--- config.mk ---
export PLATFORM = sky130hd
export DESIGN_NAME = mult_signed_seq
export DESIGN_NICKNAME = d
export VERILOG_FILES = /design/src/rtl/mult_signed_seq.sv
export SDC_FILE = /design/constraint.sdc
export NUM_CORES = 1
export LEC_CHECK = 0
export CAP_MARGIN = 10
export CORE_MARGIN = 5
export CORE_UTILIZATION = 63
export DETAILED_ROUTE_END_ITERATION = 16
export GPL_TIMING_DRIVEN = 0
export PLACE_DENSITY = 0.86
export SYNTH_ARGS = -nofsm -noshare
export SYNTH_HDL_FRONTEND = slang
export SYNTH_SLANG_ARGS = --single-unit
--- constraint.sdc ---
create_clock -name clk -period 7.1 [get_ports clk]
set_clock_uncertainty 0.15 [all_clocks]
set_input_delay 1.42 -clock clk [delete_from_list [all_inputs] [get_ports clk]]
set_output_delay 1.42 -clock clk [all_outputs]
set_load 0.01 [all_outputs]
--- src/rtl/mult_signed_seq.sv ---
// Iterative shift-add multiplier, signed or unsigned per operation.
// One partial product per clock; exact 2*WIDTH-bit product with a valid/busy handshake.
module mult_signed_seq #(
    parameter int WIDTH = 8
) (
    input  logic                 clk,
    input  logic                 rst_n,
    input  logic                 in_valid,
    input  logic                 sign_mode,
    input  logic [WIDTH-1:0]     a,
    input  logic [WIDTH-1:0]     b,
    output logic                 busy,
    output logic                 out_valid,
    output logic [2*WIDTH-1:0]   prod
);

    localparam int AW = 2*WIDTH + 2;
    localparam int CW = $clog2(WIDTH + 1);
    localparam logic [CW-1:0] LAST = CW'(WIDTH);

    typedef enum logic [1:0] {
        IDLE,
        CALC,
        DONE
    } state_t;

    state_t          state;
    logic [WIDTH:0]  a_ext;
    logic [WIDTH:0]  b_ext;
    logic [AW-1:0]   acc;
    logic [AW-1:0]   term;
    logic [AW-1:0]   acc_next;
    logic [CW-1:0]   cnt;

    // The extended sign bit of b carries weight -2^WIDTH, so the last step subtracts.
    always_comb begin
        term     = {{(AW-WIDTH-1){a_ext[WIDTH]}}, a_ext} << cnt;
        acc_next = acc;
        if (b_ext[cnt]) begin
            acc_next = (cnt == LAST) ? acc - term : acc + term;
        end
    end

    assign busy = (state != IDLE);

    always_ff @(posedge clk or negedge rst_n) begin
        if (!rst_n) begin
            state     <= IDLE;
            out_valid <= 1'b0;
            prod      <= '0;
            acc       <= '0;
            a_ext     <= '0;
            b_ext     <= '0;
            cnt       <= '0;
        end else begin
            case (state)
                IDLE: begin
                    out_valid <= 1'b0;
                    if (in_valid) begin
                        a_ext <= {sign_mode & a[WIDTH-1], a};
                        b_ext <= {sign_mode & b[WIDTH-1], b};
                        acc   <= '0;
                        cnt   <= '0;
                        state <= CALC;
                    end
                end
                CALC: begin
                    acc <= acc_next;
                    if (cnt == LAST) begin
                        prod      <= acc_next[2*WIDTH-1:0];
                        out_valid <= 1'b1;
                        state     <= DONE;
                    end else begin
                        cnt <= cnt + CW'(1);
                    end
                end
                DONE: begin
                    out_valid <= 1'b0;
                    state     <= IDLE;
                end
                default: begin
                    out_valid <= 1'b0;
                    state     <= IDLE;
                end
            endcase
        end
    end

endmodule

==> metrics.md <==
| Metric | Value |
|---|---|
| Highest Signal Layer | `met4` |
| Area leader, netlist | `dfrtp_1` |
| Post-route clock period utilization | `0.695` |
| Clk buf depth | `2` |
| Relative slew margins | `0.533` |
| I/O pin cnt | `38` |
| Area growth, synth to finish | `16.3%` |
| Core Area | `between 0.006 and 0.007 mm^2` |
| Clock sink total | `57` |
| GRT Residual Overflow | `0` |
| Fmax | `203 MHz` |
| Top_reg_cell synth | `dfrtp_1` |
| Multi-input logic area | `around 0.0025 mm^2` |
| CP peak stage delay | `around 600 ps` |
| RSZ-0062 raised after global routing | `false` |
| Critical path arrival | `5020 ps` |
| Kind of start point of the critical path | `flop` |
| Die Wd | `92.0 um` |
| Via count | `3785` |
| Hold/Removal Path Class | `reg -> reg` |
| Worst-path clk slew | `about 70 ps` |
| Detailed placement HPWL | `just over 8 mm` |
| Nets | `about 550` |
| FF-to-FF path depth | `18` |
| Hold buffers post-CTS | `0` |
| Number of synthesized register bits | `57` |
| Antenna-violating nets left | `0` |
| CTS HTree Levels | `3` |
| TNS Setup | `0 ps` |
| Rows | `29` |
| Global placement routability congestion | `0.935` |
| Reg2Reg Capture Point | `prod[14]` |
| Crit path kind | `reg -> reg` |
| Initial antenna violation count | `0` |
| Crit end category | `flop` |
| Yosys warnings | `0` |
| Post-synth ARST share | `1.00` |
| Total CTS buffers | `9` |
| Met1 WL | `about 4.8 mm` |
| Met2 wire len | `5.12 mm` |
| Vias in the first global route | `~3700` |
| Met3 Routed Length | `around 940 um` |
| Worst-Skew Late Latency | `around 350 ps` |
| Clk root buf | `clkbuf_8` |
| Final Hold Fails | `0` |
| Register area share after synthesis | `0.337` |
| Final min period | `between 4000 and 5000 ps` |
| Setup bufs post-CTS | `0` |
| Slew Limit Fails | `0` |
| Commonest non-fill, non-tap cell in the layout | `nand2_1` |
| Vias/cell | `~6.4` |
| Detailed Route Iter0 Violations | `roughly 420` |
| Mean instance size in the synthesized netlist | `about 9.2 um^2` |
| Die H | `between 90 and 100 um` |
| Share of post-route cells with drive strength above 1 | `0.148` |
| # diodes | `0` |
| Top cell type's share of synthesized area | `0.337` |
| CP required | `around 7200 ps` |
| Flop2flop setup slack | `between 2000 and 2500 ps` |
| Routed wire per std cell | `approximately 19 um` |
| Slowest cell on crit path | `a2111oi_0` |
| Outcome | `finished clean` |
| Pin count of the biggest net entering global routing | `36` |
| First-pass GRT wire length | `roughly 18 mm` |
| Crit path max fanout | `10` |
| Resize count post-CTS | `0` |
| CP Launch Point | `cnt[1]` |
| Maxcap violations | `0` |
| Fill count | `about 430` |
| CP Capture Point | `prod[14]` |
| Tightest Pin Transition | `roughly 700 ps` |
| Cells after Synth | `about 460` |
| Starting density of the core | `0.656` |
| First-pass detailed-route iteration total | `5` |
| Most frequent cells in the layout | `nand2_1, dfrtp_1, o21ai_0` |
| Worst-path cell chain | `buf_6 -> clkinv_1 -> and2_2 -> nand2_1 -> ha_1 -> a21boi_0 -> nor2b_1 -> mux2_2 -> o2bb2ai_1 -> nand2_1 -> ha_1 -> or3_1 -> o21ai_0 -> a2111oi_0 -> o31ai_1 -> xor2_1 -> mux2i_1 -> mux2_2` |
| Port buffer count | `37` |
| Reg area | `0.00143 mm^2` |
| Synth top area cells | `dfrtp_1, mux2_2, nand2_1, ha_1, mux2i_1` |
| Tot GR Track Use | `0.276` |
| Number of synthesized flops with an enable pin | `0` |
| Post-route DRC | `0` |
| Final Setup Violations | `0` |
| CTS tree | `yes` |
| Worst reg2reg startpoint | `cnt[1]` |
| Routed WL | `~11 mm` |
| Unique masters post-synth | `64` |
| Die area | `~0.0085 mm^2` |
| Cell area after synthesis | `approximately 0.0042 mm^2` |
| Net Count, Synth | `500` |
==> cells by family (layout without fill, tap and decap cells) <==
group / after synthesis / after routing / synth area share
AND/OR/NAND/NOR: 163 / 163 / 0.179
AO/OA/AOI/OAI: 101 / 101 / 0.152
flip-flops: 57 / 57 / 0.337
multiplexers: 54 / 54 / 0.155
buffers and inverters: 41 / 95 / 0.0647
XOR/XNOR: 26 / 26 / 0.0538
adder cells (fa/ha/maj): 19 / 19 / 0.0579
==> layout make-up <==
| type | count | area share |
|---|---|---|
| multi-input combinational | 363 | 0.514 |
| sequential | 57 | 0.290 |
| timing repair buffer | 38 | 0.0782 |
| buffer | 22 | 0.0411 |
| clock buffer | 11 | 0.0267 |
| tap | 77 | 0.0196 |
| clock inverter | 5 | 0.0160 |
| inverter | 19 | 0.0145 |
==> per-layer routing <==
layer  global-route usage  vias to the layer above
met1                0.375                     1804
met2                0.430                      207
li1                     -                     1738
met3               0.0524                       36
met5                    0                        -
met4                0.125                        0
==> synthesized netlist by cell type (3+ instances only) <==
library cell	n
a31oi_1	5
nor2_1	27
mux2_2	25
clkbuf_1	7
mux4_2	5
nor2b_1	7
o211ai_1	5
clkbuf_8	5
buf_6	6
dfrtp_1	57
inv_1	17
xor2_1	13
xnor2_1	13
ha_1	18
a21o_1	4
o21ai_0	40
nor3_1	4
a21oi_1	21
or3_1	4
nand3_1	27
mux2i_1	21
nand2b_1	3
nand2_1	71
nand3b_1	4
==> registers in the layout, indices dropped and copies added, names as in the netlist <==
signal and cells:
a_ext 9, acc 16, cnt 4, out_valid 1, prod 16, b_ext 9, state 2
==> worst max-delay path: cells and delay by family, from the launching register on <==
kind            cells  cell delay [ps]
mux                 3              550
buf+inv             2              450
compound gates      5             1520
simple gates        5              750
flops               1              510
fa+ha+maj           2              650
xor+xnor            1              230
==> per-stage QoR <==
stage	setup WS, ps	cell area (um^2)	cells	hold WS, ps	util
after floorplan	2920	4230	461	299	-
after global placement	2400	4700	575	298	0.728
after detailed placement	2280	4720	576	305	0.730
after CTS	2220	4930	592	321	0.763
after global routing	1870	4930	592	342	0.763
final	2170	4930	592	316	0.763
==> worst min path at each step <==
stage	from	end	slack, ps	cells past startpoint
floorplan	b_ext[8]	b_ext[8]	300	2
global placement	prod[8]	prod[8]	300	2
detailed placement	prod[4]	prod[4]	300	2
CTS	prod[4]	prod[4]	320	2
global route	prod[8]	prod[8]	340	2
finish	prod[4]	prod[4]	320	2
Power is not shown: default switching activity piles up to over one toggle a cycle in this logic, so the estimate is an artifact.
